[src/rtl/unpacked_array_deserializer_pkg.sv]
// unpacked_array_deserializer_pkg: shared types and sizing helpers for the deserializer slice
// Contents: deser_state_t (FILL collects words, HOLD presents a frame), cnt_width() for the word counter
package unpacked_array_pkg;

   typedef enum logic {ST_FILL, ST_HOLD} deser_state_t;

   function automatic int cnt_width(input int m);
      return (m > 1) ? $clog2(m) : 1;
   endfunction

endpackage

[src/rtl/unpacked_array_deserializer_if.sv]
// unpacked_array_deserializer_if: word stream in, frame (unpacked array + packed mirror) out
// Ports: in_valid/in_ready/in_data/in_sof input stream, out_valid/out_ready/out_data/out_packed frame
//        output, sof_realign pulse; slave = deserializer side, master = producer/consumer side
interface unpacked_array_deserializer_if #(
   parameter int M = 4,
   parameter int W = 8
);
   logic           in_valid;
   logic           in_ready;
   logic [W-1:0]   in_data;
   logic           in_sof;
   logic           out_valid;
   logic           out_ready;
   logic [W-1:0]   out_data [M];
   logic [M*W-1:0] out_packed;
   logic           sof_realign;

   modport slave (
      input  in_valid, in_data, in_sof, out_ready,
      output in_ready, out_valid, out_data, out_packed, sof_realign
   );

   modport master (
      output in_valid, in_data, in_sof, out_ready,
      input  in_ready, out_valid, out_data, out_packed, sof_realign
   );
endinterface

[src/rtl/unpacked_array_deserializer_register.sv]
// unpacked_array_register: M x W array register with load enable and synchronous clear
// Ports: clock, clear_i (sync clear, wins over load), load_i, d_i[M] next value, q_o[M] stored value
module unpacked_array_register #(
   parameter int M = 4,
   parameter int W = 8
) (
   input  logic         clock,
   input  logic         clear_i,
   input  logic         load_i,
   input  logic [W-1:0] d_i [M],
   output logic [W-1:0] q_o [M]
);

   always_ff @(posedge clock)
      for (int i = 0; i < M; i++)
         if (clear_i) q_o[i] <= '0;
         else if (load_i) q_o[i] <= d_i[i];

endmodule

[src/rtl/unpacked_array_deserializer.sv]
// unpacked_array_deserializer: groups M consecutive W-bit words into a frame on an unpacked-array port
// Ports: clock, reset (sync, active-high), bus (slave modport: input stream, frame output, sof_realign)
module unpacked_array_deserializer
   import unpacked_array_pkg::*;
#(
   parameter int M = 4,
   parameter int W = 8
) (
   input logic                        clock,
   input logic                        reset,
   unpacked_array_deserializer_if.slave bus
);

   localparam int CW = cnt_width(M);
   localparam logic [CW-1:0] LAST = CW'(M - 1);

   deser_state_t  state_q, state_d;
   logic [CW-1:0] count_q, count_d, widx;
   logic          realign_q, realign_d;
   logic          accept, complete;
   logic [W-1:0]  buf_q [M];
   logic [W-1:0]  buf_d [M];
   logic [W-1:0]  out_q [M];

   assign bus.in_ready    = (state_q == ST_FILL) || bus.out_ready;
   assign bus.out_valid   = (state_q == ST_HOLD);
   assign bus.sof_realign = realign_q;
   assign bus.out_data    = out_q;

   for (genvar i = 0; i < M; i++) begin : g_pack
      assign bus.out_packed[(M-1-i)*W +: W] = out_q[i];
   end

   // In HOLD the counter is always 0, so an accepted word lands at index 0 and
   // in_sof there can never trigger a realign.
   always_comb begin
      accept    = bus.in_valid && bus.in_ready;
      realign_d = accept && (state_q == ST_FILL) && bus.in_sof && (count_q != '0);
      complete  = accept && (state_q == ST_FILL) && !realign_d && (count_q == LAST);
      widx      = realign_d ? '0 : count_q;
      count_d   = !accept ? count_q : realign_d ? CW'(1) : complete ? '0 : count_q + CW'(1);
      state_d   = (state_q == ST_FILL) ? (complete ? ST_HOLD : ST_FILL)
                                       : (bus.out_ready ? ST_FILL : ST_HOLD);
      buf_d     = buf_q;
      if (accept) buf_d[widx] = bus.in_data;
   end

   always_ff @(posedge clock) begin
      state_q   <= reset ? ST_FILL : state_d;
      count_q   <= reset ? '0 : count_d;
      realign_q <= reset ? 1'b0 : realign_d;
   end

   unpacked_array_register #(.M(M), .W(W)) u_buf (
      .clock   (clock),
      .clear_i (reset),
      .load_i  (accept),
      .d_i     (buf_d),
      .q_o     (buf_q)
   );

   // The output stage takes the buffer's next value so the final word is
   // included, and only loads on completion so a partial frame never shows.
   unpacked_array_register #(.M(M), .W(W)) u_out (
      .clock   (clock),
      .clear_i (reset),
      .load_i  (complete),
      .d_i     (buf_d),
      .q_o     (out_q)
   );

endmodule

[src/flat_wrapper.sv]
// flat-port wrapper written by rule: the top's interface ports become plain ports
module unpacked_array_deserializer_flat import unpacked_array_pkg::*;
#(
   parameter int M = 4,
   parameter int W = 8
)
  (clock, reset, bus_in_valid, bus_in_data, bus_in_sof, bus_out_ready, bus_in_ready, bus_out_valid, bus_out_data, bus_out_packed, bus_sof_realign);
  unpacked_array_deserializer_if #(.M(M), .W(W)) bus_i ();
  input logic clock;
  input logic reset;
  input wire logic [$bits(bus_i.in_valid)-1:0] bus_in_valid;
  input wire logic [$bits(bus_i.in_data)-1:0] bus_in_data;
  input wire logic [$bits(bus_i.in_sof)-1:0] bus_in_sof;
  input wire logic [$bits(bus_i.out_ready)-1:0] bus_out_ready;
  output wire logic [$bits(bus_i.in_ready)-1:0] bus_in_ready;
  output wire logic [$bits(bus_i.out_valid)-1:0] bus_out_valid;
  output wire logic [$bits(bus_i.out_data)-1:0] bus_out_data;
  output wire logic [$bits(bus_i.out_packed)-1:0] bus_out_packed;
  output wire logic [$bits(bus_i.sof_realign)-1:0] bus_sof_realign;
  assign bus_i.in_valid = bus_in_valid;
  assign bus_i.in_data = bus_in_data;
  assign bus_i.in_sof = bus_in_sof;
  assign bus_i.out_ready = bus_out_ready;
  assign bus_in_ready = bus_i.in_ready;
  assign bus_out_valid = bus_i.out_valid;
  assign bus_out_data = {>>{bus_i.out_data}};
  assign bus_out_packed = bus_i.out_packed;
  assign bus_sof_realign = bus_i.sof_realign;
  unpacked_array_deserializer #(.M(M), .W(W)) u_core (.clock(clock), .reset(reset), .bus(bus_i));
endmodule
[config.mk]
export PLATFORM = sky130hd
export DESIGN_NAME = unpacked_array_deserializer_flat
export DESIGN_NICKNAME = d
export VERILOG_FILES = /design/src/rtl/unpacked_array_deserializer_pkg.sv /design/src/rtl/unpacked_array_deserializer_if.sv /design/src/rtl/unpacked_array_deserializer_register.sv /design/src/rtl/unpacked_array_deserializer.sv /design/src/flat_wrapper.sv
export SDC_FILE = /design/constraint.sdc
export NUM_CORES = 1
export LEC_CHECK = 0
export ABC_AREA = 1
export BUFFER_PORTS_ARGS = -buffer_cell sky130_fd_sc_hd__clkbuf_2
export CAP_MARGIN = 20
export CORE_MARGIN = 2
export CORE_UTILIZATION = 52
export DETAILED_ROUTE_END_ITERATION = 10
export GPL_TIMING_DRIVEN = 0
export PLACE_DENSITY = 0.79
export REMOVE_ABC_BUFFERS = 1
export SLEW_MARGIN = 5
export SYNTH_ARGS = -nofsm -noshare
export SYNTH_HDL_FRONTEND = slang
export SYNTH_SLANG_ARGS = --single-unit
[constraint.sdc]
create_clock -name clock -period 2.2 [get_ports clock]
set_input_delay 0.44 -clock clock [delete_from_list [all_inputs] [get_ports clock]]
set_output_delay 0.44 -clock clock [all_outputs]
set_load 0.01 [all_outputs]
==> metrics.md <==
| Metric | Value |
|---|---|
| Worst Path Max Fanout | 10 |
| Cell count of the worst reg-to-reg path | 10 |
| Drt drc | 0 |
| Final core occ | 60.6% |
| Max-cap violations | 0 |
| Register bit total from synthesis | 68 |
| Setup TNS | 0 ns |
| Syn Inst Count | 408 |
| Status | finished, final reports clean |
| Final-layout fill cell count | 523 |
| Reg-to-reg critical path startpoint | u_core.count_q[0] |
| Fin. Hold Viols | 0 |
| Pwr Density | 689 mW/mm^2 |
| Gr ovfl total | 0 |
| Crit path cell chain | inv_1 -> ha_1 -> nor2_1 -> nand4_2 -> nand2_2 -> nand3_4 -> nand2_1 -> nand3_1 -> nand2_1 -> inv_1 |
| Critical Path End Type | flip-flop |
| Area of the multi-input gates | 0.00117 sq mm |
| Fmax | 513 MHz |
| Unrepaired setup endpoints after global routing | false |
| Period utilisation layout | 88.5% |
| Largest net degree at the start of global routing | 64 |
| Routed Antenna Nets | 0 |
| Synth area leader | dfxtp_1 |
| Grt met2 use | 30.9% |
| CTS clk-pin slew, worst paths | 0.07 ns |
| Seq/Total Area, Yosys | 44.9% |
| Clock Latency Late Sink | 0.34 ns |
| Sequential cell area | 0.00136 sq mm |
| TritonCTS clock tree | yes |
| Root Driver | clkbuf_8 |
| Post-synth EDFFs | 0 |
| CP max-delay cell | dfxtp_2 |
| Ys async rst share | 0% |
| CTS max path bufs | 2 |
| Detailed-route vias per instance | 4.94 |
| CP Launch Type | flip-flop |
| Hold slack | 0.436 ns |
| Total setup buffers inserted after CTS | 0 |
| Ys flop type | dfxtp_1 |
| Post-synth top area share | 44.9% |
| Mapped cell area | 0.00303 sq mm |
| Port bufs | 79 |
| Cell Rows | 27 |
| Initial DRC count | 171 |
| CTS Hold Bufs | 0 |
| Met1 usage | 25.4% |
| Die W | 80.4 um |
| Commonest non-fill, non-tap cell in the layout | nand2_1 |
| Overall Global Routing Usage | 20.1% |
| CP Buf/Inv Count | 2 |
| Crit path arrival time | 2.19 ns |
| Clk sinks | 68 |
| Vias in the first global route | 2298 |
| CTS buffer count | 9 |
| Total Wirelength | 6000 um |
| Family with the most delay on the worst path | simple AND/OR/NAND/NOR gates |
| Worst Max-Slew Pin Slew | 0.723 ns |
| Synth Warn # | 0 |
| Synth-to-layout area growth | 11.3% |
| Router iterations before antenna repair | 4 |
| M3 GR Usage | 4.61% |
| Tot Pwr | 2.33 mW |
| Post-route cell area | 0.00338 sq mm |
| Vias | 2615 |
| Core area | 0.00557 sq mm |
| Commonest non-fill, non-tap cells in the layout | nand2_1 (91), clkbuf_2 (79), nor2_1 (67), dfxtp_1 (67), inv_1 (40) |
| Busiest metal layer after global routing | met2 |
| DR WL/cell | 11.3 um |
| Syn Area/Cell | 7.43 sq um |
| Max VDD drop | 0.439 mV |
| Count of cell types in the netlist | 25 |
| Setup CP Type | reg -> reg |
| Proportion of layout cells with a drive suffix above 1 | 23.9% |
| H-tree depth | 3 |
| I/O Pins | 80 |
| RD Place Congestion | 0.796 |
| Hpwl dp | 4110 um |
| Placed cell areas | 0.00321 sq mm |
| R2R Path End | u_core.u_out.q_o[27] |
| First-pass GRT wire length | 9960 um |
| Area contributors post-synth | dfxtp_1 (45%), nand2_1 (11%), buf_4 (8.4%), nor2_1 (8.3%), a21oi_1 (5.6%) |
| Skew final | 0.00426 ns |
| Initial Utilization | 54.4% |
| Final-stage net count | 467 |
| Critical Path RT | 2.44 ns |
| Initial antenna violation count | 0 |
| Die Y | 80.4 um |
| Hold Path Origin | bus_in_data[4] |
| Rel. slew slack | 51.8% |
| N_diodes | 0 |
| Min-Delay Path Depth | 3 |
| Tmin final | 1.95 ns |
| Hold endpoint | u_core.u_buf.q_o[12] |
| R2R setup slack | 0.25 ns |
| Final Max Slew Viols | 0 |
| Final setup fails | 0 |
| Full die area | 0.00646 sq mm |
| CP max stage delay | 0.43 ns |
| Leak Pwr | 1.68 nW |
| Worst hold path type | in -> reg |
[Yosys cell counts (2+ instances only)]
library cell / count
inv_2: 3
a21oi_1: 34
nand2_2: 3
nor2_8: 2
nand4_1: 8
buf_6: 3
ha_1: 2
nand3_1: 33
nand2_1: 91
buf_4: 34
dfxtp_1: 68
nor2_1: 67
inv_1: 40
clkbuf_1: 8
buf_2: 2
[cell type report]
class,instances,area share [%]
Multi-Input combinational cell,248,34.5
Inverter,45,5.30
Sequential cell,68,40.4
Clock inverter,2,0.297
Tap cell,72,2.67
Clock buffer,14,4.52
Timing Repair Buffer,80,12.3
[routing by layer]
| metal | vias to the layer above | wire (um) |
|---|---|---|
| li1 | 1330 | - |
| met1 | 1174 | 2600 |
| met2 | 95 | 2820 |
| met3 | 16 | 431 |
| met4 | 0 | 144 |
| met5 | - | 0 |
[sequential cells by signal, indices dropped and copies added, names as in the netlist]
signal                  flops
u_core.bus.sof_realign      1
u_core.bus.out_valid        1
u_core.u_out.q_o           32
u_core.u_buf.q_o           32
u_core.count_q              2
[tightest hold or removal path, cell delays in order]
cell	delay, ns
clkbuf_2	0.13
nand2_1	0.10
a21oi_1	0.06
[what timing repair did]
action | CTS | global route
resized for setup | 0 | 2
endpoints found under the hold margin | 0 | 0
endpoints found under the setup margin | 0 | 35
[stage by stage]
| step | cells | worst slack, ns |
|---|---|---|
| after CTS | 529 | 0.0641 |
| after global placement | 512 | 0.121 |
| after global routing | 529 | 0.0146 |
| after detailed placement | 513 | 0.0667 |
| final | 529 | 0.252 |
| after floorplan | 361 | 0.355 |
[worst max path at each step]
| stage | slack, ns | from | depth (start not counted) | endpoint |
|---|---|---|---|---|
| 3_3_place_gp | 0.12 | u_core.count_q[0] | 9 | u_core.u_out.q_o[14] |
| 4_1_cts | 0.06 | u_core.count_q[0] | 9 | u_core.u_out.q_o[14] |
| 5_1_grt | 0.01 | u_core.count_q[0] | 10 | u_core.u_out.q_o[31] |
| 3_5_place_dp | 0.07 | u_core.count_q[0] | 9 | u_core.u_out.q_o[2] |
| 2_1_floorplan | 0.35 | u_core.count_q[0] | 10 | u_core.u_out.q_o[24] |
| 6_report | 0.25 | u_core.count_q[0] | 10 | u_core.u_out.q_o[27] |
[cells by family after synthesis]
| group | count (synthesis) | share of synthesized area, % |
|---|---|---|
| buffers and inverters | 92 | 16.7 |
| AOI/OAI and AO/OA | 37 | 6.64 |
| DFF | 68 | 44.9 |
| and+or+nand+nor | 209 | 31.0 |
| adders and majority gates | 2 | 0.825 |
[power by group]
part           switching [mW]  leakage, nW  internal, mW
clock                   0.427       0.0844         0.438
sequential             0.0171        0.550          1.26
combinational           0.125         1.05        0.0595
total                   0.569         1.68          1.76
Power figures use the tool's default switching activity.
